<file path="config.mk">
export PLATFORM = sky130hd
export DESIGN_NAME = led_pwm_fader
export DESIGN_NICKNAME = d
export VERILOG_FILES = /design/src/rtl/led_pkg.sv /design/src/rtl/led_pwm_channel.sv /design/src/rtl/led_pwm_fader.sv
export SDC_FILE = /design/constraint.sdc
export NUM_CORES = 1
export LEC_CHECK = 0
export ABC_CLOCK_PERIOD_IN_PS = 2900
export BUFFER_PORTS_ARGS = -buffer_cell sky130_fd_sc_hd__buf_2
export CAP_MARGIN = 30
export CORE_MARGIN = 1
export CORE_UTILIZATION = 45
export DETAILED_ROUTE_END_ITERATION = 7
export HOLD_SLACK_MARGIN = 0.03
export PLACE_DENSITY = 0.62
export SLEW_MARGIN = 15
export SYNTH_ARGS = -nofsm -noshare
export SYNTH_HDL_FRONTEND = slang
export SYNTH_HIERARCHICAL = 1
export SYNTH_SLANG_ARGS = --single-unit
export TNS_END_PERCENT = 50
</file>
<file path="constraint.sdc">
create_clock -name sys_clk -period 2.9 [get_ports sys_clk]
set_input_delay 0.29 -clock sys_clk [delete_from_list [all_inputs] [get_ports sys_clk]]
set_output_delay 0.29 -clock sys_clk [all_outputs]
set_load 0.05 [all_outputs]
</file>
<file path="src/rtl/led_pkg.sv">
// led_pkg: shared LED channel constants and board polarity.
package led_pkg;
  localparam int NUM_LEDS = 6;
  localparam int PWM_BITS = 8;
  localparam int PWM_MAX = 255;
  localparam logic LED_ON = 1'b0;
  localparam logic LED_OFF = 1'b1;
endpackage

</file>
<file path="src/rtl/led_pwm_channel.sv">
// led_pwm_channel: one LED's duty ramp toward its target and registered PWM pin.
module led_pwm_channel
  import led_pkg::*;
#(
  parameter int DW = PWM_BITS
) (
  input  logic          sys_clk,
  input  logic          sys_rst_n,
  input  logic          lit,
  input  logic [DW-1:0] max_level,
  input  logic          ramp_tick,
  input  logic [DW-1:0] pwm_cnt,
  output logic          pin,
  output logic          at_target
);
  logic [DW-1:0] duty;
  logic [DW-1:0] target;
  assign target = lit ? max_level : '0;
  assign at_target = duty == target;
  always_ff @(posedge sys_clk or negedge sys_rst_n)
    if (!sys_rst_n) begin
      duty <= '0;
      pin <= LED_OFF;
    end else begin
      duty <= (ramp_tick && !at_target) ? ((duty < target) ? duty + 1'b1 : duty - 1'b1) : duty;
      pin <= (pwm_cnt < duty) ? LED_ON : LED_OFF;
    end
endmodule

</file>
<file path="src/rtl/led_pwm_fader.sv">
// led_pwm_fader: turns an active-low LED pattern into PWM pin drive with linear fades.
module led_pwm_fader #(
  parameter int NUM_LEDS = 6,
  parameter int PWM_BITS = 8,
  parameter int RAMP_DIV = 26470
) (
  input  logic                sys_clk,
  input  logic                sys_rst_n,
  input  logic [NUM_LEDS-1:0] led_in,
  input  logic [PWM_BITS-1:0] max_level,
  output logic [NUM_LEDS-1:0] led_out,
  output logic                busy
);
  import led_pkg::*;
  localparam int RW = $clog2(RAMP_DIV + 1);
  logic [NUM_LEDS-1:0] led_q;
  logic [NUM_LEDS-1:0] at_target;
  logic [PWM_BITS-1:0] pwm_cnt;
  logic [RW-1:0]       ramp_cnt;
  logic                ramp_tick;
  assign ramp_tick = ramp_cnt == RW'(RAMP_DIV - 1);
  // period is 2^PWM_BITS-1 so a full-scale duty keeps the pin permanently lit
  always_ff @(posedge sys_clk or negedge sys_rst_n)
    if (!sys_rst_n) begin
      led_q <= '1;
      pwm_cnt <= '0;
      ramp_cnt <= '0;
      busy <= 1'b0;
    end else begin
      led_q <= led_in;
      pwm_cnt <= (pwm_cnt == PWM_BITS'((1 << PWM_BITS) - 2)) ? '0 : pwm_cnt + 1'b1;
      ramp_cnt <= ramp_tick ? '0 : ramp_cnt + 1'b1;
      busy <= ~&at_target;
    end
  for (genvar i = 0; i < NUM_LEDS; i++) begin : g_ch
    led_pwm_channel #(.DW(PWM_BITS)) u_ch (
      .sys_clk   (sys_clk),
      .sys_rst_n (sys_rst_n),
      .lit       (led_q[i] == LED_ON),
      .max_level (max_level),
      .ramp_tick (ramp_tick),
      .pwm_cnt   (pwm_cnt),
      .pin       (led_out[i]),
      .at_target (at_target[i])
    );
  end
endmodule

</file>
# After elaboration in Yosys (flattened, before gate mapping)
# Index checks and enable logic that the tools add are counted.
dict set report classes {
  reduce_logical 14
  muxes 20
  n_eq_ne 8
  order_cmp 12
  n_addsub 14
}
# cell n
set ops {}
lappend ops {{8-bit 2-to-1 mux} 13}
lappend ops {{8-bit less-than comparator} 12}
lappend ops {{8-bit by 1-bit adder with 8-bit output (second input constant)} 7}
lappend ops {{8-bit == test} 6}
lappend ops {{8-bit by 1-bit subtractor with 8-bit output (second input constant)} 6}
lappend ops {{15-bit by 1-bit adder with 15-bit output (second input constant)} 1}
lappend ops {{15-bit == test (second input constant)} 1}
lappend ops {{15-bit 2-to-1 mux} 1}
lappend ops {{8-bit == test (second input constant)} 1}
lappend ops {{1-bit logical NOT} 7}
lappend ops {{1-bit logical AND} 6}
lappend ops {{1-bit 2-to-1 mux} 6}
lappend ops {{6-bit AND reduction} 1}
dict set report word_totals {
  word_cells 84
  output_inout_bits 7
  register_bits 84
}

# Longest topological paths before layout
# Gate-level depths: netlist (run 1).
dict set report logic_depth {
  word_depth 4
  mapped_depth 15
  mapped_depth_nobuf 14
}

# By module
# Netlist (run 1), hierarchy kept.
# mod area_each_um2 seq_area_each_um2 n_inst cells_each
set modules_own_cells {}
lappend modules_own_cells {led_pwm_channel 957.2 226.5 6 110}
lappend modules_own_cells {led_pwm_fader 1323.8 758.2 1 121}

# Worst setup path before layout (run 1)
# Ideal clock, no wire load.
dict set report synth_path {
  path_kind {reg-to-reg}
  startpoint {register led_q[0]}
  endpoint {register g_ch[0].u_ch.duty[7]}
  arrival_ns 2.795
  path_stages_with_launch 16
  setup_time_ns 0.080
  setup_slack_ns 0.025
  required_ns 2.820
  n_path_buf 1
  path_cell_list {dfstp_2 > inv_1 > clkbuf_1 > nand2_1 > ha_1 > nor2b_4 > o211ai_2 > a21oi_1 > a211o_1 > ha_1 > a211oi_1 > o211ai_1 > nand2_1 > nor2_1 > mux2i_1 > xnor2_1}
}
dict set report synth_between {
  elab_chain_len 4
  word_cells_on_any_way 6
  cone_classes {order compare (1); eq/ne (1); mux (2); reduce/logical (2)}
}
# item line_no
set synth_lines {}
lappend synth_lines {{start: declaration} led_pwm_fader.sv:16} ;# logic [NUM_LEDS-1:0] led_q;
lappend synth_lines {{start signal: assignment} led_pwm_fader.sv:30} ;# led_q <= led_in;
lappend synth_lines {{8-bit 2-to-1 mux *} led_pwm_channel.sv:18} ;# assign target = lit ? max_level : '0;
lappend synth_lines {{parallel branches: the longest is 3 deep, another holds 8-bit less-than comparator} --}
lappend synth_lines {{end signal: assignment} led_pwm_channel.sv:25} ;# duty <= (ramp_tick && !at_target) ? ((duty < target) ? duty + 1'b1 : duty - 1'b1) : duty;
lappend synth_lines {{end: declaration} led_pwm_channel.sv:16} ;# logic [DW-1:0] duty;
# Every way passes the cells marked *.
# A chain may end at the register's enable or synchronous reset.

# Worst setup path in the final report (run 1)
dict set report layout_path {
  startpoint {register led_q[5]}
  endpoint {register g_ch[5].u_ch.duty[7]}
}
dict set report layout_between {
  elab_chain_len 4
  word_cells_on_any_way 6
  cone_classes {order compare (1); eq/ne (1); mux (2); reduce/logical (2)}
}
# item line_no
set layout_lines {}
lappend layout_lines {{8-bit 2-to-1 mux *} led_pwm_channel.sv:18}
lappend layout_lines {{parallel branches: the longest is 3 deep, another holds 8-bit less-than comparator} --}
lappend layout_lines {{end signal: assignment} led_pwm_channel.sv:25}
lappend layout_lines {{end: declaration} led_pwm_channel.sv:16}
# Marks and branches as above.

==> results of run 1 <==
## power by group
part / switching (mW) / internal (mW) / leakage (nW) / total (mW)
combinational: 0.266 / 0.235 / 2.95 / 0.501
clock: 0.496 / 0.687 / 0.145 / 1.18
sequential: 0.00312 / 1.18 / 1.07 / 1.18
## sequential cells by signal, summed over array words and instances (netlist names)
name	flops
led_q	6
g_ch.u_ch/pin	6
pwm_cnt	8
g_ch.u_ch/duty	48
busy	1
ramp_cnt	15
## worst max-delay path: stages, from the launching register on
cell      delay (ns)
dfstp_2         0.53
inv_2           0.06
nand2_1         0.08
ha_1            0.29
a21oi_2         0.20
nand2_1         0.11
a211o_4         0.44
ha_4            0.25
a211oi_2        0.23
o211ai_1        0.18
nand2_1         0.09
nor2_1          0.04
mux2i_1         0.17
xnor2_1         0.15
## final timing paths
kind / from / to / slack [ns] / cells past startpoint
max in group asynchronous: sys_rst_n / g_ch[2].u_ch/pin$_DFF_PN1_ / 1.81 / 3
min in group asynchronous: sys_rst_n / ramp_cnt[6]$_DFF_PN0_ / 0.41 / 2
min: led_in[1] / led_q[1]$_DFF_PN1_ / 0.06 / 1
min reg2reg: ramp_cnt[12]$_DFF_PN0_ / ramp_cnt[12]$_DFF_PN0_ / 0.50 / 1
max: led_q[5]$_DFF_PN1_ / g_ch[5].u_ch/duty[7]$_DFFE_PN0P_ / 0.006 / 13
max reg2reg: led_q[5]$_DFF_PN1_ / g_ch[5].u_ch/duty[7]$_DFFE_PN0P_ / 0.006 / 13
## cell type report
class                   count  share of cell area
multi-input cells         625               0.587
flip-flops and latches     84               0.232
repair buffers            116              0.0946
well taps                 211              0.0290
clock buffers              11              0.0266
inverters                  59              0.0251
clock inverters             5             0.00576
## layout by cell type (no fill, tap or decap), types with 4 or more instances in the layout
cell type,count
a211o_4,6
a211oi_1,6
a211oi_2,4
a21o_1,24
a21oi_1,40
a21oi_2,24
and2_1,7
buf_2,21
buf_4,86
clkbuf_16,9
dfrtp_1,72
dfstp_2,12
dlygate4sd3_1,5
fa_2,6
ha_1,95
ha_4,33
inv_1,53
mux2_2,6
mux2i_1,7
nand2_1,106
nand2b_1,13
nand3_1,13
nand4_1,11
nand4_2,6
nor2_1,56
nor2b_4,6
o211ai_1,6
o211ai_2,6
o21a_1,6
o21ai_1,48
o21ai_2,6
o31ai_1,7
xnor2_1,33
xor2_1,19
## stage by stage
stage                     std cells  utilization  hold slack, ns
after detailed placement       1077        0.523           0.250
after CTS                      1101        0.558          0.0369
after floorplan                 781            -        -0.00559
after global routing           1111        0.598          0.0384
after global placement         1076        0.521           0.396
final                          1111        0.598          0.0574
## metal layers
layer / part of all wire / track usage / routed length [um]
met5: 0 / 0 / 0
met4: 0.026 / 0.0917 / 483
met3: 0.040 / 0.0419 / 738
met2: 0.51 / 0.417 / 9300
met1: 0.43 / 0.268 / 7890
## timing repair
item,CTS,global route
resized for setup,42,81
hold buffers,5,0
pin swaps,14,52
hold endpoints to repair,28,0
setup buffers,4,10
setup endpoints to repair,27,27
gates cloned,0,0
## logic make-up (layout without fill, tap and decap cells)
family | Yosys count | count (layout) | share of synthesized area
and+or+nand+nor | 233 | 233 | 0.161
buffers and inverters | 72 | 191 | 0.0398
AOI/OAI and AO/OA | 191 | 191 | 0.169
muxes | 13 | 13 | 0.0195
adders and majority gates | 136 | 136 | 0.247
DFF | 84 | 84 | 0.300
xor gates and xnor gates | 52 | 52 | 0.0644
==> flow_summary_export.csv, run 1 <==
group,metric,value,unit
sta,fin_ws,0.00643,ns
setup_path,critPathLaunchType,"flop",
logic_synthesis,synth-edff-count,0,
placement,gp_congestion,0.886,
layout,final_area,0.00912,mm2
logic_synthesis,yosys-top-cells-area,"dfrtp_1, ha_1, nand2_1, dfstp_2, a21oi_1",
logic_synthesis,yosysUniqueCellTypes,39,
logic_synthesis,ys_seq_area_frac,0.300,
sta,slew_viol_final,0,
clocking,path_clk_slew,0.06,ns
logic_synthesis,syn_area_per_cell,9.05,um2
logic_synthesis,yosys.cell_count.top_type,"ha_1",
logic_synthesis,netlist_area,0.00707,mm2
power_and_ir_drop,p_leak,4.16,nW
layout,drive_above_1_share,0.290,
routing,drt-total-wl,18400,um
logic_synthesis,synth_cells,781,
floorplanning,start_util,0.463,
logic_synthesis,synthFlopType,"dfrtp_1",
global_route,first_global_vias,6118,
routing,drc,0,
global_route,gr-total-overflow,0,
power_and_ir_drop,power_density,314,mW/mm2
logic_synthesis,synth_fp_nets,933,
setup_path,crit_path_max_fanout,8,
routing,drt_iter0_markers,193,
clocking,cts.sinks,84,
logic_synthesis,synth.ff_latch_count,84,
routing,wire_per_inst,16.6,um
power_and_ir_drop,ir_drop,0.304,mV
clocking,clock_latency,0.35,ns
hold_path,min_path_type,"in -> reg",
setup_path,required,3.16,ns
logic_synthesis,synth_top_area_share,0.255,
floorplanning,die-height,127,um
sta,maxSlewHeadroom,0.643,
layout,seqCellArea,0.00212,mm2
clocking,h-tree-depth,3,
setup_path,cp-end-kind,"flop",
global_route,grt_pass1_wl,29000,um
sta,fin_worst_skew,0.00638,ns
sta,fin_crit,2.89,ns
global_route,grt_max_degree,56,
sta,max_freq,0.346,GHz
floorplanning,core,0.0153,mm2
logic_synthesis,synth_area_leader_cell,"dfrtp_1",
setup_path,worstSetupPathType,"reg -> reg",
sta,finalSetupViolations,0,
sta,min_period_over_period,0.998,
routing,ant_nets,0,
routing,post_drt_via_cell_ratio,5.41,
sta,rsz0062_at_grt,"yes",
placement,hpwl,12900,um
clocking,cts_buffer_depth,2,
global_route,antenna_found_initial,0,
floorplanning,dieArea,0.0162,mm2
floorplanning,std_cell_rows,45,
placement,dpl_worst_slack,-0.255,ns
global_route,grt_use_total,0.230,
logic_synthesis,yosysWarnings,6,
sta,fin_tns_setup,0,ns
floorplanning,die_w,127,um
sta,tightest_slew,0.536,ns
layout,final.fill_count,1263,
routing,drt-pass1-iter-count,4,
layout,nNetsFinal,1047,
placement,port_buffers,22,
clocking,cts_tree,"yes",
power_and_ir_drop,fin_total_pwr,2.87,mW
run,max_cap_viol_count,0,
logic_synthesis,ys_async_sr_fraction,1.00,
routing,num_vias,6011,
layout,multi_input_area,0.00535,mm2
layout,syn2layout_area_growth,29.0,%
sta,finalHoldViolCount,0,
clocking,cts_buffers,9,
floorplanning,io_pins,23,
setup_path,critPathArrivalTime,3.16,ns
clocking,root_buffer,"clkbuf_16",
outcome,status,"complete, no violations",
placement,placed_cell_area,0.00797,mm2
logic_synthesis,synthTopCellsByCount,"ha_1, nand2_1, dfrtp_1",
layout,diodes,0,
(Power assumes the default switching activity.)
==> inputs of run 2 (changes only) <==
--- a/config.mk
+++ b/config.mk
@@ -10,6 +10,7 @@
 export CAP_MARGIN = 30
 export CORE_MARGIN = 1
 export CORE_UTILIZATION = 45
+export CTS_BUF_LIST = sky130_fd_sc_hd__clkbuf_8
 export DETAILED_ROUTE_END_ITERATION = 7
 export HOLD_SLACK_MARGIN = 0.03
 export PLACE_DENSITY = 0.62
==> run 2 against run 1 <==
Clock power fell by 25%. The run now ends with negative setup slack left. Largest cell class unchanged. Fmax down 0.25%. Worst hold slack improved by 0.32 ns. Sequential power about the same. Clock skew increased by 0.0043 ns. Cell count up 0.36%. Global-route usage is 0.35 points lower.
==> flow_summary_export.csv, run 2 (synthesis gave the netlist of run 1 again) <==
group,metric,value,unit
sta,fin_ws,-0.000940,ns
sta,finalHoldViolCount,0,
placement,dp.cells,1077,
power_and_ir_drop,power_frac_comb,0.198,
clocking,cts_buffers,9,
power_and_ir_drop,internal_power,1.84,mW
sta,max_freq,0.345,GHz
global_route,grt_pass1_wl,28800,um
clocking,clock_latency,0.38,ns
placement,dpl_worst_slack,-0.255,ns
global_route,gr-total-overflow,0,
sta,fin_worst_skew,0.0107,ns
sta,fin_crit,2.90,ns
sta,rsz0062_at_grt,"yes",
routing,post_drt_via_cell_ratio,5.39,
routing,drc,0,
routing,drt-total-wl,18100,um
power_and_ir_drop,p_leak,4.14,nW
hold_path,min_path_type,"in -> async",
power_and_ir_drop,pwr-share-seq,0.460,
layout,largest_reg_flops,48,
global_route,grt_use_total,0.227,
floorplanning,std_cell_rows,45,
clocking,cts_buffer_depth,2,
sta,min_period_over_period,1.00,
sta,fin_tns_setup,-0.000940,ns
clocking,h-tree-depth,3,
floorplanning,die-height,127,um
layout,syn2layout_area_growth,27.9,%
setup_path,reg2reg_depth,15,
floorplanning,dieArea,0.0162,mm2
power_and_ir_drop,switching_share,0.286,
layout,nNetsFinal,1051,
setup_path,required,3.17,ns
clocking,root_buffer,"clkbuf_8",
setup_path,cp-end-kind,"flop",
global_route,antenna_found_initial,0,
power_and_ir_drop,power.clock.fraction,0.342,
setup_path,reg2reg_from,"led_q[3]$_DFF_PN1_",
sta,slew_viol_final,0,
sta,finalSetupViolations,1,
routing,wire_per_inst,16.3,um
global_route,first_global_vias,6056,
sta,maxSlewHeadroom,0.654,
power_and_ir_drop,power_density,284,mW/mm2
power_and_ir_drop,p_switching,0.734,mW
outcome,violations,"negative setup slack",
layout,reg_top3,"g_ch.u_ch/duty x48, ramp_cnt x15, pwm_cnt x8",
power_and_ir_drop,ir_drop,0.194,mV
routing,num_vias,6015,
floorplanning,io_pins,23,
layout,multi_input_area,0.00531,mm2
clocking,path_clk_slew,0.09,ns
placement,gp_congestion,0.886,
layout,instances_no_fill,1115,
layout,final.fill_count,1263,
floorplanning,die_w,127,um
routing,drt_iter0_markers,189,
layout,drive_above_1_share,0.284,
routing,ant_nets,0,
sta,holdWs,0.373,ns
layout,seqCellArea,0.00212,mm2
layout,layout_common_cells,"nand2_1, ha_1, buf_4, dfrtp_1, nor2_1",
layout,final_common_cell,"nand2_1",
global_route,grt_max_degree,56,
setup_path,worstSetupPathType,"reg -> reg",
setup_path,rr_endpoint,"g_ch[3].u_ch/duty[7]$_DFFE_PN0P_",
routing,drt-pass1-iter-count,4,
outcome,status,"complete, but fails checks",
layout,top_register,"g_ch.u_ch/duty",
placement,hpwl,12900,um
sta,tightest_slew,0.519,ns
setup_path,crit_path_max_fanout,8,
clocking,cts_tree,"yes",
placement,port_buffers,22,
run,max_cap_viol_count,0,
clocking,cts.sinks,84,
setup_path,critPathArrivalTime,3.17,ns
floorplanning,core,0.0153,mm2
layout,diodes,0,
setup_path,ff2ff_setup_slack,-0.0009,ns
setup_path,critPathLaunchType,"flop",
floorplanning,start_util,0.463,
-- run 2: cell count changes in the layout (fill, tap and decap cells not counted), sizes merged --
cell         previous run  this run
buf                   111       113
clkbuf                 11        10
inv                    59        60
dlygate4sd3             5         7
-- run 2: per-stage QoR --
stage	total power, mW	instance area (um2)	utilization
6_report	2.57	9040	0.592
5_1_grt	2.67	9040	0.592
4_1_cts	2.50	8480	0.556
3_5_place_dp	1.58	7970	0.523
3_3_place_gp	1.55	7950	0.521
2_1_floorplan	1.43	7070	-
-- run 2: critical path, stage by stage, from the launching register on --
cell      delay (ns)
dfstp_2         0.55
inv_4           0.05
nand2_2         0.07
ha_4            0.20
nor2b_4         0.12
o211ai_2        0.12
a21oi_1         0.09
a211o_2         0.42
buf_6           0.16
ha_4            0.22
a21oi_2         0.16
o211ai_1        0.14
buf_4           0.16
a21oi_2         0.10
mux2i_1         0.09
xnor2_1         0.12
-- run 2: repair_timing --
action                     CTS  global route
setup buffers                6             9
pin swaps                   15            47
resized for setup           41            81
hold buffers                 7             0
hold endpoints to repair    30             0
setup endpoints to repair   27            26
-- run 2: how the worst max path moves through the flow --
stage,cells after the start,slack [ns],endpoint,from
after CTS,14,-0.01,g_ch[0].u_ch/duty[5]$_DFFE_PN0P_,led_q[0]$_DFF_PN1_
final,15,-0.0009,g_ch[3].u_ch/duty[7]$_DFFE_PN0P_,led_q[3]$_DFF_PN1_
after detailed placement,14,-0.25,g_ch[4].u_ch/duty[7]$_DFFE_PN0P_,led_q[4]$_DFF_PN1_
after global routing,15,-0.10,g_ch[3].u_ch/duty[7]$_DFFE_PN0P_,led_q[3]$_DFF_PN1_
after global placement,14,-0.16,g_ch[1].u_ch/duty[7]$_DFFE_PN0P_,led_q[1]$_DFF_PN1_
after floorplan,15,0.03,g_ch[0].u_ch/duty[7]$_DFFE_PN0P_,led_q[0]$_DFF_PN1_
-- run 2: metal layers --
| metal | GRT usage | routed length [um] | up-vias |
|---|---|---|---|
| met5 | 0 | 0 | - |
| met4 | 0.0924 | 518 | 0 |
| met3 | 0.0352 | 656 | 40 |
| met2 | 0.410 | 9140 | 113 |
| met1 | 0.268 | 7820 | 2868 |
| li1 | - | - | 2994 |
-- run 2: power by group through the flow --
stage | sequential (mW) | combinational (mW) | clock [mW]
CTS | 1.18 | 0.423 | 0.897
global route | 1.18 | 0.553 | 0.936
global placement | 1.20 | 0.353 | 0
finish | 1.18 | 0.508 | 0.880
detailed placement | 1.20 | 0.375 | 0
floorplan | 1.20 | 0.230 | 0
-- run 2: cell type report --
cell class	count	share of cell area
clock buffer	10	0.0152
clock inverter	6	0.00623
inverter	59	0.0256
multi-input combinational	625	0.587
sequential	84	0.234
tap	211	0.0292
timing repair buffer	120	0.102
==> inputs of run 3 (changes only) <==
--- a/config.mk
+++ b/config.mk
@@ -8,12 +8,14 @@
 export ABC_CLOCK_PERIOD_IN_PS = 2900
 export BUFFER_PORTS_ARGS = -buffer_cell sky130_fd_sc_hd__buf_2
 export CAP_MARGIN = 30
+export CELL_PAD_IN_SITES_DETAIL_PLACEMENT = 1
+export CELL_PAD_IN_SITES_GLOBAL_PLACEMENT = 1
 export CORE_MARGIN = 1
 export CORE_UTILIZATION = 45
 export CTS_BUF_LIST = sky130_fd_sc_hd__clkbuf_8
 export DETAILED_ROUTE_END_ITERATION = 7
 export HOLD_SLACK_MARGIN = 0.03
-export PLACE_DENSITY = 0.62
+export PLACE_DENSITY = 0.77
 export SLEW_MARGIN = 15
 export SYNTH_ARGS = -nofsm -noshare
 export SYNTH_HDL_FRONTEND = slang
==> run 3 against run 2 <==
The flow still finishes with violations (negative setup slack). Cell count decreased by 0.36%. Worst hold slack improved by 0.10 ns. Register-to-register slack got worse by 0.03 ns. First-iteration DRC count increased by 25%. Wire length increased by 19%. Final area increased by 0.12%. Sequential share of layout area about the same. Critical path type unchanged.
==> flow_summary_export.csv, run 3 (synthesis gave the netlist of run 1 again) <==
group,metric,value,unit
outcome,status,"complete, but fails checks",
outcome,violations,"negative setup slack",
setup_path,reg2reg_from,"led_q[3]$_DFF_PN1_",
placement,port_buffers,22,
sta,min_period_over_period,1.01,
routing,ant_nets,0,
placement,gp_congestion,0.804,
hold_path,min_path_type,"in -> async",
global_route,grt_use_total,0.268,
global_route,first_global_vias,6877,
layout,diodes,0,
setup_path,critPathMaxStageDelay,0.53,ns
sta,fin_crit,2.93,ns
routing,drt-pass1-iter-count,4,
routing,drt_iter0_markers,237,
floorplanning,die_w,127,um
layout,final_common_cell,"nand2_1",
setup_path,required,3.18,ns
floorplanning,core,0.0153,mm2
sta,fin_worst_skew,0.0134,ns
floorplanning,std_cell_rows,45,
floorplanning,start_util,0.463,
setup_path,cp-end-kind,"flop",
power_and_ir_drop,p_leak,4.11,nW
global_route,antenna_found_initial,0,
setup_path,ff2ff_setup_slack,-0.03,ns
clocking,cts_tree,"yes",
layout,nNetsFinal,1047,
clocking,h-tree-depth,3,
routing,wire_per_inst,19.5,um
placement,dp.cells,1075,
routing,post_drt_via_cell_ratio,5.60,
layout,instances_no_fill,1111,
layout,reg_top3,"g_ch.u_ch/duty x48, ramp_cnt x15, pwm_cnt x8",
sta,tightest_slew,0.617,ns
setup_path,crit_path_max_fanout,7,
floorplanning,dieArea,0.0162,mm2
setup_path,reg2reg_depth,15,
layout,top_register,"g_ch.u_ch/duty",
sta,maxSlewHeadroom,0.588,
sta,finalHoldViolCount,0,
power_and_ir_drop,ir_drop,0.209,mV
setup_path,rr_endpoint,"g_ch[3].u_ch/duty[7]$_DFFE_PN0P_",
sta,finalSetupViolations,1,
sta,fin_ws,-0.0272,ns
global_route,grt_max_degree,85,
run,max_cap_viol_count,0,
floorplanning,io_pins,23,
layout,final.fill_count,1722,
clocking,cts_buffer_depth,2,
power_and_ir_drop,power_density,284,mW/mm2
setup_path,cpMaxStageDelayCell,"dfstp_2",
routing,drt-total-wl,21600,um
floorplanning,die-height,127,um
clocking,cts.sinks,84,
clocking,cts_buffers,9,
routing,num_vias,6227,
setup_path,critPathArrivalTime,3.21,ns
setup_path,worstSetupPathType,"reg -> reg",
sta,max_freq,0.342,GHz
clocking,root_buffer,"clkbuf_8",
sta,slew_viol_final,0,
clocking,path_clk_slew,0.09,ns
global_route,gr-total-overflow,0,
placement,dpl_worst_slack,-0.236,ns
layout,drive_above_1_share,0.294,
layout,syn2layout_area_growth,28.0,%
layout,largest_reg_flops,48,
routing,drc,0,
setup_path,path_delay_family,"compound AO/OA/AOI/OAI gates",
setup_path,path_cells,"inv_2 -> nand2_1 -> ha_4 -> nor2b_4 -> o211ai_2 -> a21oi_2 -> a211o_4 -> buf_6 -> ha_1 -> nor2_1 -> o21ai_2 -> nand2_1 -> nor2_1 -> mux2i_1 -> xnor2_1",
layout,layout_common_cells,"nand2_1, ha_1, buf_4, dfrtp_1, nor2_1",
placement,hpwl,15100,um
sta,rsz0062_at_grt,"yes",
setup_path,critPathLaunchType,"flop",
clocking,clock_latency,0.40,ns
global_route,grt_pass1_wl,33700,um
layout,final_util,0.593,
setup_path,path_buf_inv,2,
[run 3: changes by cell type in the layout (fill, tap and decap cells not counted), sizes merged]
cell    delta
clkbuf     -1
inv        +1
buf        -4
[run 3: final cells by class]
class	count	area [um2]	area share
clock buffer	9	124	0.0137
tap	211	264	0.0292
multi-input combinational	625	5380	0.595
sequential	84	2120	0.234
timing repair buffer	116	872	0.0964
inverter	59	229	0.0253
clock inverter	7	60.1	0.00664
[run 3: worst max-delay path by stage]
stage / start / end / slack (ns) / depth (start not counted)
after floorplan: led_q[0]$_DFF_PN1_ / g_ch[0].u_ch/duty[7]$_DFFE_PN0P_ / 0.03 / 15
after global placement: led_q[4]$_DFF_PN1_ / g_ch[4].u_ch/duty[5]$_DFFE_PN0P_ / -0.16 / 14
after detailed placement: led_q[4]$_DFF_PN1_ / g_ch[4].u_ch/duty[5]$_DFFE_PN0P_ / -0.24 / 14
after CTS: led_q[3]$_DFF_PN1_ / g_ch[3].u_ch/duty[4]$_DFFE_PN0P_ / -0.04 / 14
after global routing: led_q[3]$_DFF_PN1_ / g_ch[3].u_ch/duty[7]$_DFFE_PN0P_ / -0.17 / 15
final: led_q[3]$_DFF_PN1_ / g_ch[3].u_ch/duty[7]$_DFFE_PN0P_ / -0.03 / 15
[run 3: report_power, final]
part / switching [mW] / total [mW] / internal [mW]
clock: 0.478 / 0.865 / 0.388
combinational: 0.278 / 0.523 / 0.245
sequential: 0.00272 / 1.18 / 1.18
total: 0.759 / 2.57 / 1.81
[run 3: timing repair]
action,CTS,global route
endpoints found under the setup margin,28,25
gates resized for setup,59,72
buffers inserted,2,8
pin swaps,16,42
hold endpoints to repair,78,0
hold buffers,7,0
[run 3: metrics by stage]
step / power [mW] / instance area [um2] / setup TNS, ns / hold slack, ns
after global routing: 2.67 / 9050 / -0.913 / 0.523
after global placement: 1.57 / 7930 / -1.60 / 0.364
final: 2.57 / 9050 / -0.0272 / 0.473
after detailed placement: 1.59 / 7950 / -3.53 / 0.372
after floorplan: 1.43 / 7070 / 0 / -0.00559
after CTS: 2.51 / 8490 / -0.139 / 0.488
[run 3: per-layer routing]
metal  vias up  part of all wire  GRT usage
met5         -                 0          0
met4         0             0.031      0.109
met3        47             0.032     0.0523
met2        84              0.53      0.506
met1      3131              0.41      0.292
li1       2965                 -          -
[run 3: worst reg2reg max path, stage by stage, from the launching register on]
cell and delay, ns:
dfstp_2 0.53, inv_2 0.07, nand2_1 0.10, ha_4 0.21
nor2b_4 0.12, o211ai_2 0.16, a21oi_2 0.09, a211o_4 0.38
buf_6 0.16, ha_1 0.30, nor2_1 0.07, o21ai_2 0.20
nand2_1 0.11, nor2_1 0.12, mux2i_1 0.09, xnor2_1 0.13
